$ cat src/rtl/crypto_pkg.sv
// crypto_pkg
// Shared definitions for the block load/unload datapaths.
//   - Default block geometry (words per block, bits per word) and the
//     derived BLOCK_SIZE / WORD_BYTES values.
//   - The EMPTY/FULL holding-state encoding.
//   - bswap_word: byte reversal of the low nbytes bytes of a word. The
//     key-loading RAM and the block unpacker both use it, so the two
//     directions always agree on byte order.
// No ports (package).
package crypto_pkg;

  localparam int DEF_WORDS     = 4;
  localparam int DEF_WORD_SIZE = 32;
  localparam int BLOCK_SIZE    = DEF_WORDS * DEF_WORD_SIZE;
  localparam int WORD_BYTES    = DEF_WORD_SIZE / 8;

  // Widest word bswap_word can handle; narrower words are zero-padded.
  localparam int MAX_WORD_W    = 256;

  typedef enum logic {
    ST_EMPTY = 1'b0,
    ST_FULL  = 1'b1
  } blk_state_e;

  // Reverses the order of the lowest nbytes bytes of w; upper bits of the
  // result are zero.
  function automatic logic [MAX_WORD_W-1:0] bswap_word(
    input logic [MAX_WORD_W-1:0] w,
    input int                    nbytes
  );
    logic [MAX_WORD_W-1:0] r;
    r = '0;
    for (int i = 0; i < MAX_WORD_W / 8; i++) begin
      if (i < nbytes) begin
        r[i*8 +: 8] = w[(nbytes-1-i)*8 +: 8];
      end
    end
    return r;
  endfunction

endpackage

$ cat src/rtl/word_bswap.sv
// word_bswap
// Purely combinational byte reversal of one word.
// Parameters:
//   WORD_SIZE  bits per word, multiple of 8, at most crypto_pkg::MAX_WORD_W
// Ports:
//   word_i  input word
//   word_o  same word with its bytes in reverse order
module word_bswap
  import crypto_pkg::*;
#(
  parameter int WORD_SIZE = DEF_WORD_SIZE
) (
  input  logic [WORD_SIZE-1:0] word_i,
  output logic [WORD_SIZE-1:0] word_o
);

  assign word_o = WORD_SIZE'(bswap_word(MAX_WORD_W'(word_i), WORD_SIZE / 8));

endmodule

$ cat src/rtl/block_unpacker.sv
// block_unpacker
// Captures one big-endian block from the cipher core, holds it, and returns
// it one little-endian word per read request (byte-swapped back). A FULL
// state blocks further captures until every word has been read or the host
// releases the block early.
//
// Parameters:
//   WORDS      words per block
//   WORD_SIZE  bits per word (multiple of 8)
// Ports:
//   clk          clock
//   rst          synchronous reset, active-high
//   in_valid     core offers a block
//   in_block     big-endian block, word 0 in the top bits
//   in_ready     block can be accepted this cycle
//   ren          word read request
//   ridx         word index, 0 is the first word
//   release_blk  discard the held block early
//   rdata        registered read data (holds between reads)
//   rvalid       one-cycle pulse, rdata valid
//   rerr         the read that produced rdata was illegal
//   full         a block is held
//
// Build option: define BLOCK_UNPACKER_SCRUB_EN to zero the held block on
// every transition to EMPTY and to return zero data for reads in EMPTY.
// Without it the block stays until the next capture and EMPTY reads return
// the stale word.
module block_unpacker
  import crypto_pkg::*;
#(
  parameter int WORDS     = DEF_WORDS,
  parameter int WORD_SIZE = DEF_WORD_SIZE
) (
  input  logic                       clk,
  input  logic                       rst,
  input  logic                       in_valid,
  input  logic [WORDS*WORD_SIZE-1:0] in_block,
  output logic                       in_ready,
  input  logic                       ren,
  input  logic [$clog2(WORDS)-1:0]   ridx,
  input  logic                       release_blk,
  output logic [WORD_SIZE-1:0]       rdata,
  output logic                       rvalid,
  output logic                       rerr,
  output logic                       full
);

  localparam int BLK_W = WORDS * WORD_SIZE;
  localparam int IDX_W = $clog2(WORDS);
  localparam logic [IDX_W:0] WORDS_L = WORDS[IDX_W:0];

`ifdef BLOCK_UNPACKER_SCRUB_EN
  localparam bit SCRUB = 1'b1;
`else
  localparam bit SCRUB = 1'b0;
`endif

  blk_state_e           state_q, state_d;
  logic [WORDS-1:0]     mask_q, mask_d;
  logic [BLK_W-1:0]     blk_q, blk_d;
  logic [WORD_SIZE-1:0] rdata_q, rdata_d;
  logic                 rvalid_q, rvalid_d;
  logic                 rerr_q, rerr_d;

  logic [WORD_SIZE-1:0] words [WORDS];
  logic [WORD_SIZE-1:0] sel_word;
  logic [WORD_SIZE-1:0] swapped;
  logic                 idx_ok;
  logic                 capture;
  logic                 legal_rd;

  // Word k sits at the k-th slot counted from the top of the block.
  for (genvar k = 0; k < WORDS; k++) begin : g_words
    assign words[k] = blk_q[(WORDS-k)*WORD_SIZE-1 -: WORD_SIZE];
  end

  assign idx_ok   = ({1'b0, ridx} < WORDS_L);
  assign sel_word = idx_ok ? words[ridx] : '0;

  word_bswap #(
    .WORD_SIZE(WORD_SIZE)
  ) u_bswap (
    .word_i(sel_word),
    .word_o(swapped)
  );

  assign in_ready = (state_q == ST_EMPTY) && !rst;
  assign capture  = in_valid && in_ready;
  assign legal_rd = ren && (state_q == ST_FULL) && idx_ok;

  always_comb begin
    state_d  = state_q;
    mask_d   = mask_q;
    blk_d    = blk_q;
    rdata_d  = rdata_q;
    rerr_d   = rerr_q;
    rvalid_d = ren;

    if (ren) begin
      if (legal_rd) begin
        rdata_d      = swapped;
        rerr_d       = 1'b0;
        mask_d[ridx] = 1'b1;
      end else begin
        // Out-of-range index selects zero; EMPTY reads expose the stale
        // word unless scrubbing is enabled.
        rerr_d  = 1'b1;
        rdata_d = SCRUB ? '0 : swapped;
      end
    end

    // A read in the same cycle as release_blk is still served above from
    // the current block; only the state changes here.
    if (state_q == ST_FULL) begin
      if (release_blk || (legal_rd && (mask_d == '1))) begin
        state_d = ST_EMPTY;
        if (SCRUB) begin
          blk_d = '0;
        end
      end
    end

    if (capture) begin
      blk_d   = in_block;
      mask_d  = '0;
      state_d = ST_FULL;
    end
  end

  always_ff @(posedge clk) begin
    if (rst) begin
      state_q  <= ST_EMPTY;
      mask_q   <= '0;
      blk_q    <= '0;
      rdata_q  <= '0;
      rvalid_q <= 1'b0;
      rerr_q   <= 1'b0;
    end else begin
      state_q  <= state_d;
      mask_q   <= mask_d;
      blk_q    <= blk_d;
      rdata_q  <= rdata_d;
      rvalid_q <= rvalid_d;
      rerr_q   <= rerr_d;
    end
  end

  assign rdata  = rdata_q;
  assign rvalid = rvalid_q;
  assign rerr   = rerr_q;
  assign full   = (state_q == ST_FULL);

endmodule

$ cat config.mk
export PLATFORM = sky130hd
export DESIGN_NAME = block_unpacker
export DESIGN_NICKNAME = d
export VERILOG_FILES = /design/src/rtl/crypto_pkg.sv /design/src/rtl/word_bswap.sv /design/src/rtl/block_unpacker.sv
export SDC_FILE = /design/constraint.sdc
export NUM_CORES = 1
export LEC_CHECK = 0
export ABC_CLOCK_PERIOD_IN_PS = 1410
export BUFFER_PORTS_ARGS = -buffer_cell sky130_fd_sc_hd__buf_2
export CORE_UTILIZATION = 50
export CTS_CLUSTER_DIAMETER = 40
export CTS_CLUSTER_SIZE = 14
export DETAILED_ROUTE_END_ITERATION = 6
export GPL_TIMING_DRIVEN = 0
export PLACE_DENSITY = 0.84
export SLEW_MARGIN = 20
export SYNTH_ARGS = -nofsm -noshare
export SYNTH_HDL_FRONTEND = slang
export SYNTH_SLANG_ARGS = --single-unit
export TNS_END_PERCENT = 10
$ cat constraint.sdc
create_clock -name clk -period 1.41 [get_ports clk]
set_input_delay 0.141 -clock clk [delete_from_list [all_inputs] [get_ports clk]]
set_output_delay 0.141 -clock clk [all_outputs]
set_load 0.01 [all_outputs]
== Word level (Yosys, flattened, before mapping) ==
Index checks and enable logic that the tools add are counted.

* Memories kept: 0
* Output and inout bits: 36
* ROM bits: 0
* Bits in latches: 0
* RAM bits: 0
* Register bits after elaboration: 167
* Logic and storage cells: 32

* Magnitude comparators: 3
* $mul: 0
* $add $sub $neg: 0
* Reduce and logical (&&, ||, !) cells: 8
* Divide/modulo/power cells: 0
* Shift-type cells: 0
* Bitwise logic cells: 3
* Eq/ne operators: 1
* Mux-type cells: 11

{| class="wikitable"
|+ Operators with widths
! cell !! number
|-
| 32-bit binary-select mux with 2-bit select || 1
|-
| 32-bit 2-to-1 mux || 2
|-
| 4-bit 2-to-1 mux || 2
|-
| 1-bit logical AND || 5
|-
| 1-bit 2-to-1 mux || 5
|-
| 4-bit == test, second input constant || 1
|-
| 4-bit OR || 1
|-
| 3-bit >= comparator, second input constant || 1
|-
| 2-bit by 3-bit less-than comparator with 1-bit output, second input constant || 1
|-
| 2-bit inverter with 3-bit output || 1
|-
| 1-bit demux with 2-bit select || 1
|-
| 2-bit by 1-bit >= comparator with 1-bit output, second input constant || 1
|-
| 2-bit OR reduction || 1
|-
| 1-bit zero test || 1
|-
| 1-bit logical OR || 1
|-
| 1-bit inverter || 1
|}

== Longest topological paths before layout ==
Gate-level depths: netlist (run 1).

* Depth after elaboration: 13
* Depth in mapped cells: 6
* Gate-level depth less buffers: 3

== Cells and area by module ==
A second synthesis (run 1) with hierarchy kept.

* Cells, all modules: 493
* Area total of the unflattened synthesis: 6318.6 um2

{| class="wikitable"
|+ By module, submodules not included
! module !! instances !! cells each !! area each (um2)
|-
| block_unpacker || 1 || 461 || 6078.3
|-
| word_bswap || 1 || 32 || 240.2
|}

== Worst setup path after synthesis (run 1) ==
Ideal clock, no wire load.

* Kind: register to register
* Start: reg state_q, in the netlist full
* End: reg blk_q[0]
* Library setup time: 117 ps
* Data arrival time: 1179 ps
* Path slack: 114 ps
* Data required time: 1293 ps
* Stages on the path, launching flop included: 6
* Period minus slack after synthesis: 1296 ps
* Path through: dfxtp_1 nor2_2 and2_4 buf_6 buf_6 a22o_1

* Word-level cells in the longest chain between the ends: 3

{| class="wikitable"
|+ RTL lines
! element !! line !! text
|-
| from (decl) || block_unpacker.sv:58 || <nowiki>blk_state_e state_q, state_d;</nowiki>
|-
| from (signal assigned) || block_unpacker.sv:139 || <nowiki>state_q <= state_d;</nowiki>
|-
| 1-bit inverter || block_unpacker.sv:87 || <nowiki>assign in_ready = (state_q == ST_EMPTY) && !rst;</nowiki>
|-
| 1-bit logical AND || block_unpacker.sv:87 ||
|-
| named net in_ready || block_unpacker.sv:38 || <nowiki>output logic in_ready,</nowiki>
|-
| 1-bit logical AND || block_unpacker.sv:88 || <nowiki>assign capture = in_valid && in_ready;</nowiki>
|-
| to (signal assigned) || block_unpacker.sv:141 || <nowiki>blk_q <= blk_d;</nowiki>
|-
| to (decl) || block_unpacker.sv:60 || <nowiki>logic [BLK_W-1:0] blk_q, blk_d;</nowiki>
|}

The timed path passes the listed nets, and every way through them passes these cells.
A chain may end at the register's enable or synchronous reset.

== Final worst setup path (run 1) ==
* Start: in rst
* End: reg blk_q[88]

* Word-level cells in the longest chain between the ends: 3

{| class="wikitable"
|+ RTL lines
! element !! line !! text
|-
| from (decl) || block_unpacker.sv:35 || <nowiki>input logic rst,</nowiki>
|-
| 1-bit zero test || block_unpacker.sv:87 ||
|-
| 1-bit logical AND || block_unpacker.sv:87 ||
|-
| 1-bit logical AND || block_unpacker.sv:88 ||
|}

Several ways; a longest one is shown, not always the timed one.

==> summary.txt, run 1 <==
Layout
  – Layout cells sized above 1: about a third
  – ANT cells: 0
  – Footprint of the multi-input gates: roughly 0.0025 mm²
  – Nets: 910
  – Sequential cell area: 0.00334 mm²
  – Fin cells: between 900 and 1000
  – # fillers: 738
  – Commonest non-fill, non-tap cell in the layout: buf_2
  – Syn-to-layout area delta: 48.7%
  – Most frequent cells in the layout: buf_2 (173), dfxtp_1 (166), dlygate4sd3_1 (129)

CTS
  – Worst-Skew Late Latency: 0.43 ns
  – Clock transition at path regs: 0.06 ns
  – Clock buffer count from CTS: 17
  – Longest Clk Path Bufs: 2
  – CTS tree: yes
  – Clock sink count: 167
  – Htree depth: 4
  – Root buf cell: clkbuf_16

Global route
  – Top Usage Layer GRT: met2
  – Met3 usage: ~7%
  – Met2 Use GR: between 50% and 60%
  – Remaining Overflow, GRT: 0
  – Met1 Track Usage GR: a little under two fifths
  – GR Util All Layers: between 30 and 40%
  – Vias in the first global route: 6047
  – Global-route wire length before repair: around 32000 µm
  – Number of antenna violations at the first check in global routing: 0
  – Largest net degree at the start of global routing: 17

Yosys
  – Synth Cell Area: 0.00614 mm²
  – #FFs+latches synth: 167
  – Ys flop type: dfxtp_1
  – Post-synthesis async set-or-reset flop share: 0%
  – Area fraction of the dominant cell type after synthesis: 54.4%
  – EDFF count, synth: 0
  – Top cells by area, synth: dfxtp_1 (54%), a22o_1 (18%), mux4_2 (12%)
  – Syn Area/Cell: 13.3 µm²
  – Biggest area consumer among synthesized cells: dfxtp_1
  – Synth Net Count: about 600
  – Netlist cell types: 26
  – Syn Inst Count: 460
  – Sequential share of the synthesized area: 54.4%
  – Yosys warning count: 0

Placement
  – Gpl congestion: ~0.80
  – Port Buffers: between 150 and 200
  – Hpwl dp: between 10000 and 15000 µm
  – Placed Cells incl. Taps: 774
  – Place WS: -0.169 ns

Pwr
  – Leakage power: just over 4 nW
  – Power Internal: roughly 0.0091 W
  – Psw: ~0.0028 W
  – Sw Ratio: a little under a quarter
  – Clock Power Share: approximately 42%
  – Combinational share of power: a little over an eighth
  – VDD IR max: ~0.00095 V
  – PwrDens: between 1000 and 1500 mW/mm²
  – Register share of total power: approximately 44%

Timing
  – Slew HR: 41.8%
  – RSZ-0062 raised after global routing: no
  – Final hold violations: 0
  – Final number of setup-violating endpoints: 0
  – Fmax achieved: between 0.7 and 0.8 GHz
  – Tightest Pin Transition: 0.873 ns
  – Final Skew: 0.00793 ns
  – Final worst-path cycle share: a little over nine tenths
  – Final Worst Setup Slack: ~0.018 ns
  – Pins Over Slew Limit: 0
  – Crit path time final: 1.39 ns

Detailed routing
  – DR iter-0 viols: between 300 and 400
  – Via density: a little under 6
  – Total number of vias: around 5500
  – Post-DRT Antenna Nets: 0
  – Drt pass-1 iters: 4
  – Drc violations: 0
  – WL final: 21100 µm
  – Routed WL per cell: roughly 23 µm

Floorplanning
  – Die Ht: between 100 and 150 µm
  – Site row count: 40
  – Initial Util: between 50% and 60%
  – Io pins: 171
  – Core box area: between 0.01 and 0.015 mm²
  – Die area: between 0.01 and 0.015 mm²
  – Die Width: 113 µm

Worst hold path
  – Hold Crit Class: input port to flop

Status
  – Outcome: finished, final reports clean

Run
  – Max Cap Viol: 0

Critical path
  – CP Capture Type: flop
  – Required time worst endpoint: approximately 1.7 ns
  – WS Path Type: input port to flop
  – CP startpoint kind: input port
  – Critical path fanouts, max: 10
  – Crit path DAT: roughly 1.7 ns
[synthesized netlist by cell type (2+ instances only)]
master	number
dfxtp_1	167
a22o_1	128
mux2i_1	33
nor2_1	33
mux4_2	32
buf_6	19
buf_2	12
clkbuf_1	7
buf_4	5
nand2_1	3
nor3b_1	3
o21a_1	3
nor2b_1	2
[critical path, cell delays in order]
cell and delay (ns):
dlygate4sd3_1 0.55, buf_4 0.20, nor2_2 0.06, and2_4 0.17
buf_6 0.15, buf_6 0.16, a22o_1 0.26
[power groups by stage]
stage	registers [W]	clock network (W)	logic [W]
6_report	0.00526	0.00509	0.00164
5_1_grt	0.00528	0.00529	0.00172
4_1_cts	0.00523	0.00506	0.00158
3_5_place_dp	0.00532	0	0.00129
3_3_place_gp	0.00530	0	0.00125
2_1_floorplan	0.00529	0	0.000792
[worst paths after layout]
path                                             start                     end  slack, ns  cells past startpoint
worst min-delay path                       release_blk         full$_SDFF_PP0_       0.02                      4
worst max register to register         full$_SDFF_PP0_  blk_q[88]$_SDFFE_PP0P_       0.08                      5
worst min register to register  blk_q[10]$_SDFFE_PP0P_  blk_q[10]$_SDFFE_PP0P_       0.47                      1
worst max-delay path                               rst  blk_q[88]$_SDFFE_PP0P_       0.02                      7
[metrics by stage]
stage | power [W] | TNS [ns] | hold WS (ns) | area (µm²) | util, %
finish | 0.0120 | 0 | 0.0247 | 9130 | 76.0
global route | 0.0123 | 0 | 0.0369 | 9130 | 76.0
CTS | 0.0119 | 0 | 0.0459 | 9120 | 75.9
detailed placement | 0.00661 | -11.05 | 0.361 | 7160 | 59.6
global placement | 0.00655 | -7.00 | 0.357 | 7160 | 59.6
floorplan | 0.00608 | 0 | 0.274 | 6140 | -
[flip-flops by register name (all words and copies together) (netlist names)]
register and count:
blk_q 128, full 1, rdata 32, rvalid 1
mask_q 4, rerr 1
[logic make-up (layout without fill, tap and decap cells)]
group,Yosys count,after routing,synth area share [%]
DFF,167,167,54.4
AOI/OAI and AO/OA,137,137,19.5
muxes,65,65,17.1
and+or+nand+nor,46,46,3.36
buffers and inverters,45,373,5.62
[timing repair]
action,4_1_cts,5_1_grt
endpoints found under the hold margin,132,0
pin swaps,0,0
buffers inserted,0,0
setup endpoints to repair,120,55
resized for setup,7,7
hold buffers,129,0
[layout make-up]
class | count | share of cell area, %
clock inverters | 10 | 1.84
well taps | 147 | 2.01
plain buffers | 44 | 4.03
clock buffers | 22 | 5.30
multi-input cells | 248 | 26.9
repair buffers | 296 | 23.3
flip-flops and latches | 167 | 36.6
inverters | 1 | 0.0411
[routing by layer]
| metal | routed length, µm | part of all wire [%] |
|---|---|---|
| met2 | 10700 | 51 |
| met4 | 1060 | 5.0 |
| met1 | 7830 | 37 |
| met3 | 1500 | 7.1 |
| met5 | 0 | 0 |
(Power assumes the default switching activity.)
==> inputs of run 2 (changes only) <==
--- a/config.mk
+++ b/config.mk
@@ -7,6 +7,8 @@
 export LEC_CHECK = 0
 export ABC_CLOCK_PERIOD_IN_PS = 1410
 export BUFFER_PORTS_ARGS = -buffer_cell sky130_fd_sc_hd__buf_2
+export CORE_ASPECT_RATIO = 1.4
+export CORE_MARGIN = 3
 export CORE_UTILIZATION = 50
 export CTS_CLUSTER_DIAMETER = 40
 export CTS_CLUSTER_SIZE = 14
==> run 2 against run 1 <==
Design area shrank 0.37%. Setup slack gained 0.033 ns. Non-clock buffer count shrank 1. Via count grew 1.1%. Cell count shrank 0.11%. Largest cell class unchanged.
==> summary.txt, run 2 (synthesis gave the netlist of run 1 again) <==
Detailed routing
  – Via density: 5.96 (was 5.89)
  – Total number of vias: 5565 (was 5507)
  – DR iter-0 viols: 309 (was 335)
  – Drc violations: 0 (unchanged)
  – Routed WL per cell: 22.3 µm (was 22.6 µm)
  – Post-DRT Antenna Nets: 0 (unchanged)
  – Drt pass-1 iters: 5 (was 4)
  – WL final: 20800 µm (was 21100 µm)

CTS
  – Htree depth: 4 (unchanged)
  – Clock transition at path regs: 0.06 ns (about the same)
  – Clock sink count: 167 (unchanged)
  – Root buf cell: clkbuf_16 (unchanged)
  – Setup bufs post-CTS: 0 (unchanged)
  – Longest Clk Path Bufs: 2 (unchanged)
  – CTS tree: yes (unchanged)
  – Worst-Skew Late Latency: 0.42 ns (was 0.43 ns)
  – Clock buffer count from CTS: 17 (unchanged)

Floorplanning
  – Die Width: 99.7 µm (was 113 µm)
  – Site row count: 47 (was 40)
  – Die area: 0.0137 mm² (was 0.0127 mm²)
  – Core box area: 0.0119 mm² (was 0.0120 mm²)
  – Io pins: 171 (unchanged)
  – Die Ht: 137 µm (was 113 µm)
  – Initial Util: 51.4% (was 51.1%)

Layout
  – Number of flip-flops in the largest register: 128 (unchanged)
  – Final core occ: 76.2% (was 76.0%)
  – Commonest non-fill, non-tap cell in the layout: buf_2 (unchanged)
  – Most frequent cells in the layout: buf_2 (173), dfxtp_1 (166), a22o_1 (128), dlygate4sd3_1 (128) (was buf_2 (173), dfxtp_1 (166), dlygate4sd3_1 (129))
  – Layout cells sized above 1: 34.8% (was 34.9%)
  – # fillers: 737 (was 738)
  – Footprint of the multi-input gates: 0.00245 mm² (unchanged)
  – Largest Register: blk_q (unchanged)
  – Nets: 909 (was 910)
  – Sequential cell area: 0.00334 mm² (unchanged)
  – Fin cells: 934 (was 935)
  – ANT cells: 0 (unchanged)
  – Syn-to-layout area delta: 48.1% (was 48.7%)

Pwr
  – Sw Ratio: 23.7% (was 23.8%)
  – VDD IR max: 0.000777 V (was 0.000950 V)
  – Leakage power: 4.05 nW (was 4.07 nW)
  – Power Internal: 0.00897 W (was 0.00914 W)
  – Clock Power Share: 41.4% (was 42.4%)
  – Psw: 0.00279 W (was 0.00285 W)
  – Register share of total power: 44.7% (was 43.9%)
  – Combinational share of power: 13.9% (was 13.7%)
  – Total power: 0.0118 W (was 0.0120 W)
  – PwrDens: 1290 mW/mm² (was 1310 mW/mm²)

Run
  – Max Cap Viol: 0 (unchanged)

Worst hold path
  – Hold Crit Class: input port to flop (unchanged)
  – WHS Path Cells: 2 (was 4)
  – Hold Path End: rerr$_SDFFE_PP0P_ (was full$_SDFF_PP0_)
  – Hold path start: rst (was release_blk)

Critical path
  – Worst r2r dst: blk_q[13]$_SDFFE_PP0P_ (was blk_q[88]$_SDFFE_PP0P_)
  – Required time worst endpoint: 1.70 ns (was 1.72 ns)
  – CP startpoint kind: flop (was input port)
  – Worst Reg-to-Reg Cells: 5 (unchanged)
  – Crit-path max cell delay: 0.39 ns (was 0.55 ns)
  – CP Capture Type: flop (unchanged)
  – Crit path DAT: 1.65 ns (was 1.70 ns)
  – Critical path fanouts, max: 10 (unchanged)
  – R2r setup slk: 0.05 ns (was 0.08 ns)
  – WS Path Type: flop to flop (was input port to flop)
  – Reg-to-Reg Start: full$_SDFF_PP0_ (unchanged)
  – CP cell instances: nor2_2 -> and2_4 -> buf_6 -> buf_6 -> a22o_1 (was dlygate4sd3_1 -> buf_4 -> nor2_2 -> and2_4 -> buf_6 -> buf_6 -> a22o_1)
  – Slowest cell on crit path: dfxtp_2 (was dlygate4sd3_1)
  – Most common cell on crit path: buf_6 (unchanged)

Timing
  – Slew HR: 40.4% (was 41.8%)
  – Final hold violations: 0 (unchanged)
  – Pins Over Slew Limit: 0 (unchanged)
  – Final worst-path cycle share: 96.4% (was 98.7%)
  – Tightest Pin Transition: 0.894 ns (was 0.873 ns)
  – Crit path time final: 1.36 ns (was 1.39 ns)
  – Final Skew: 0.00713 ns (was 0.00793 ns)
  – Final number of setup-violating endpoints: 0 (unchanged)
  – Post-Route Setup TNS: 0 ns (unchanged)
  – Fmax achieved: 0.736 GHz (was 0.718 GHz)
  – RSZ-0062 raised after global routing: no (unchanged)

Global route
  – Remaining Overflow, GRT: 0 (unchanged)
  – Number of antenna violations at the first check in global routing: 0 (unchanged)
  – GR Util All Layers: 30.7% (was 34.2%)
  – Vias in the first global route: 5900 (was 6047)
  – Global-route wire length before repair: 31500 µm (was 32000 µm)
  – Largest net degree at the start of global routing: 17 (unchanged)

Status
  – Outcome: finished, final reports clean (unchanged)

Placement
  – Placed Cells incl. Taps: 774 (unchanged)
  – Hpwl dp: 12500 µm (was 11700 µm)
  – Gpl congestion: 0.835 (was 0.799)
  – Port Buffers: 167 (unchanged)
==> run 2: cell count changes in the layout (fill, tap and decap cells not counted), sizes merged <==
cell / change
clkinv: -2
clkinvlp: +1
dlygate4sd3: -1
bufinv: -1
clkbuf: -3
inv: +1
buf: +4
==> run 2: area by class of cell <==
type                            count  share of cell area (%)
Timing Repair Buffer              295                    23.3
Tap cell                          147                    2.02
Buffer                             44                    4.04
Clock inverter                      9                    1.54
Inverter                            1                  0.0413
Sequential cell                   167                    36.8
Clock buffer                       23                    5.36
Multi-Input combinational cell    248                    27.0
==> run 2: metal layers <==
layer  GRT usage [%]  wire [µm]  vias up
met3            6.27       1540       89
met5               0          0        -
li1                -          -     2408
met2            54.0      10900      348
met4            17.0       1040        0
met1            34.2       7400     2720
==> run 2: critical path, delay by kind of cell, from the launching register on <==
kind | cells | cell delay [ns]
flip-flops | 1 | 0.39
AND/OR/NAND/NOR | 2 | 0.25
AO/OA/AOI/OAI | 1 | 0.28
buffers and inverters | 2 | 0.31
==> run 2: how the worst max path moves through the flow <==
stage	startpoint	to	slack, ns	cells after the start
6_report	full$_SDFF_PP0_	blk_q[13]$_SDFFE_PP0P_	0.05	5
2_1_floorplan	full$_SDFF_PP0_	blk_q[0]$_SDFFE_PP0P_	0.11	5
3_3_place_gp	full$_SDFF_PP0_	blk_q[27]$_SDFFE_PP0P_	-0.08	5
5_1_grt	full$_SDFF_PP0_	blk_q[13]$_SDFFE_PP0P_	0.01	5
3_5_place_dp	full$_SDFF_PP0_	blk_q[77]$_SDFFE_PP0P_	-0.13	5
4_1_cts	full$_SDFF_PP0_	blk_q[61]$_SDFFE_PP0P_	0.006	5
==> run 2: through the flow <==
| stage | setup slack, ns | hold slack, ns | area (µm²) |
|---|---|---|---|
| after floorplan | 0.114 | 0.274 | 6140 |
| after global placement | -0.0762 | 0.358 | 7160 |
| after global routing | 0.0141 | 0.0361 | 9100 |
| final | 0.0507 | 0.0330 | 9100 |
| after CTS | 0.00646 | 0.0134 | 9090 |
| after detailed placement | -0.128 | 0.360 | 7160 |
==> run 2: repair_timing <==
action                                  CTS  global route
pin swaps                                 0             0
endpoints found under the hold margin   128             0
endpoints found under the setup margin  120           109
resized for setup                        11             2
gates cloned                              0             0
hold buffers                            128             0
==> run 2: power groups by stage <==
stage	combinational (W)	clock (W)	sequential, W
floorplan	0.000792	0	0.00529
global placement	0.00125	0	0.00531
detailed placement	0.00128	0	0.00533
CTS	0.00158	0.00487	0.00523
global route	0.00173	0.00507	0.00528
finish	0.00163	0.00487	0.00526
==> inputs of run 3 (changes only) <==
--- a/config.mk
+++ b/config.mk
@@ -15,6 +15,7 @@
 export DETAILED_ROUTE_END_ITERATION = 6
 export GPL_TIMING_DRIVEN = 0
 export PLACE_DENSITY = 0.84
+export REMOVE_ABC_BUFFERS = 1
 export SLEW_MARGIN = 20
 export SYNTH_ARGS = -nofsm -noshare
 export SYNTH_HDL_FRONTEND = slang
==> run 3 against run 2 <==
Power shrank 1.1%. Register-to-register slack is essentially flat. Count of clock-buffer cells in the layout shrank 5. Routed wire length shrank 6.3%. Global-route usage shrank 1.9 points. Critical path type is now input port to flop. Critical endpoint is now rdata[14]$_SDFFE_PP0P_. Largest power group unchanged.
==> summary.txt, run 3 (synthesis gave the netlist of run 1 again) <==
Pwr
  – PwrDens: 1300 mW/mm² (was 1290 mW/mm²)
  – VDD IR max: 0.000783 V (was 0.000777 V)
  – Leakage power: 3.95 nW (was 4.05 nW)

Timing
  – Tightest Pin Transition: 0.711 ns (was 0.894 ns)
  – Final hold violations: 0 (unchanged)
  – Crit path time final: 1.37 ns (was 1.36 ns)
  – Final worst-path cycle share: 97.2% (was 96.4%)
  – Final number of setup-violating endpoints: 0 (unchanged)
  – Slew HR: 52.6% (was 40.4%)
  – Post-Route Setup TNS: 0 ns (unchanged)
  – Pins Over Slew Limit: 0 (unchanged)
  – Fmax achieved: 0.729 GHz (was 0.736 GHz)
  – Final Skew: 0.0101 ns (was 0.00713 ns)

Detailed routing
  – Routed WL per cell: 21.6 µm (was 22.3 µm)
  – DR iter-0 viols: 332 (was 309)
  – Drc violations: 0 (unchanged)
  – Drt pass-1 iters: 5 (unchanged)
  – Post-DRT Antenna Nets: 0 (unchanged)
  – Total number of vias: 5326 (was 5565)
  – Via density: 5.89 (was 5.96)
  – WL final: 19500 µm (was 20800 µm)

Floorplanning
  – Core box area: 0.0119 mm² (unchanged)
  – Die Width: 99.7 µm (unchanged)
  – Initial Util: 51.4% (unchanged)
  – Site row count: 47 (unchanged)
  – Io pins: 171 (unchanged)
  – Die Ht: 137 µm (unchanged)
  – Die area: 0.0137 mm² (unchanged)

CTS
  – Clock sink count: 167 (unchanged)
  – Clock buffer count from CTS: 17 (unchanged)
  – Worst-Skew Late Latency: 0.42 ns (about the same)
  – Clock transition at path regs: 0.07 ns (was 0.06 ns)
  – CTS tree: yes (unchanged)
  – Root buf cell: clkbuf_16 (unchanged)
  – Longest Clk Path Bufs: 2 (unchanged)
  – Htree depth: 4 (unchanged)

Critical path
  – Reg-to-Reg Start: full$_SDFF_PP0_ (unchanged)
  – WS Path Type: input port to flop (was flop to flop)
  – CP startpoint kind: input port (was flop)
  – Worst Reg-to-Reg Cells: 6 (was 5)
  – R2r setup slk: 0.05 ns (about the same)
  – CP Capture Type: flop (unchanged)
  – Worst r2r dst: blk_q[92]$_SDFFE_PP0P_ (was blk_q[13]$_SDFFE_PP0P_)
  – Crit path DAT: 1.67 ns (was 1.65 ns)
  – Critical path fanouts, max: 39 (was 10)
  – Required time worst endpoint: 1.70 ns (about the same)

Layout
  – Number of flip-flops in the largest register: 128 (unchanged)
  – Syn-to-layout area delta: 45.7% (was 48.1%)
  – Layout cells sized above 1: 33.0% (was 34.8%)
  – Nets: 880 (was 909)
  – Final instance area: 0.00895 mm² (was 0.00910 mm²)
  – Most frequent cells in the layout: dfxtp_1 (166), buf_2 (166), a22o_1 (128), dlygate4sd3_1 (128) (was buf_2 (173), dfxtp_1 (166), a22o_1 (128), dlygate4sd3_1 (128))
  – Fin cells: 905 (was 934)
  – Largest Register: blk_q (unchanged)

Worst hold path
  – Hold Path End: full$_SDFF_PP0_ (was rerr$_SDFFE_PP0P_)
  – Hold Crit Class: input port to flop (unchanged)
  – Hold path start: release_blk (was rst)
  – WHS Path Cells: 4 (was 2)

Global route
  – Number of antenna violations at the first check in global routing: 1 (was 0)
  – Largest net degree at the start of global routing: 70 (was 17)
  – Remaining Overflow, GRT: 0 (unchanged)
  – Vias in the first global route: 5788 (was 5900)
  – GR Util All Layers: 28.8% (was 30.7%)
  – Global-route wire length before repair: 30000 µm (was 31500 µm)

Placement
  – Cell Area, Placed: 0.00698 mm² (was 0.00716 mm²)
  – Hpwl dp: 9570 µm (was 12500 µm)
  – Gpl congestion: 0.741 (was 0.835)
  – Port Buffers: 170 (was 167)
  – Placed Cells incl. Taps: 739 (was 774)

Run
  – Max Cap Viol: 0 (unchanged)

Status
  – Outcome: finished, final reports clean (unchanged)
-- run 3: worst max-delay path by stage --
stage	start	to	slack, ns	cells after the start
finish	ridx[1]	rdata[14]$_SDFFE_PP0P_	0.04	4
global route	ridx[1]	rdata[14]$_SDFFE_PP0P_	-0.06	4
CTS	full$_SDFF_PP0_	blk_q[105]$_SDFFE_PP0P_	0.02	5
detailed placement	rst	blk_q[33]$_SDFFE_PP0P_	-0.68	5
global placement	rst	blk_q[23]$_SDFFE_PP0P_	-1.87	3
floorplan	full$_SDFF_PP0_	blk_q[0]$_SDFFE_PP0P_	-1.09	3
-- run 3: report_power, final --
part	total, W	internal, W	switching, W
Sequential	0.00525	0.00505	0.000201
Clock	0.00482	0.00285	0.00197
Combinational	0.00157	0.000905	0.000662
Total	0.0116	0.00880	0.00283
-- run 3: through the flow --
step                      setup WS, ns  util [%]  hold slack (ns)  total power, W
after global placement           -1.87      57.2            0.358         0.00636
after CTS                       0.0181      74.7           0.0389          0.0115
after floorplan                  -1.09         -            0.213         0.00591
after global routing           -0.0614      75.0            0.131          0.0120
final                           0.0392      75.0           0.0862          0.0116
after detailed placement        -0.680      58.5            0.363         0.00650
-- run 3: layout make-up --
type	count	area [µm²]
Inverter	1	3.75
Antenna cell	1	2.50
Multi-Input combinational cell	250	2470
Sequential cell	167	3350
Clock buffer	18	439
Tap cell	147	184
Fill cell	720	2990
Clock inverter	13	169
Timing Repair Buffer	308	2330
-- run 3: repair_timing --
item                                    4_1_cts  5_1_grt
buffers inserted                              3        1
pin swaps                                     2        1
resized for setup                             4        3
gates cloned                                  2        0
hold buffers                                128        0
endpoints found under the setup margin      136      111
hold endpoints to repair                    128        0
-- run 3: critical path, cell delays in order --
cell	delay, ns
buf_4	0.56
mux4_2	0.61
mux2i_1	0.28
nor2_1	0.06
-- run 3: layer usage --
| metal | vias up | GRT usage, % | routed length, µm |
|---|---|---|---|
| met5 | - | 0 | 0 |
| met4 | 0 | 18.1 | 937 |
| met3 | 81 | 6.22 | 1010 |
| met2 | 285 | 51.7 | 10800 |
| met1 | 2613 | 30.1 | 6800 |
| li1 | 2347 | - | - |
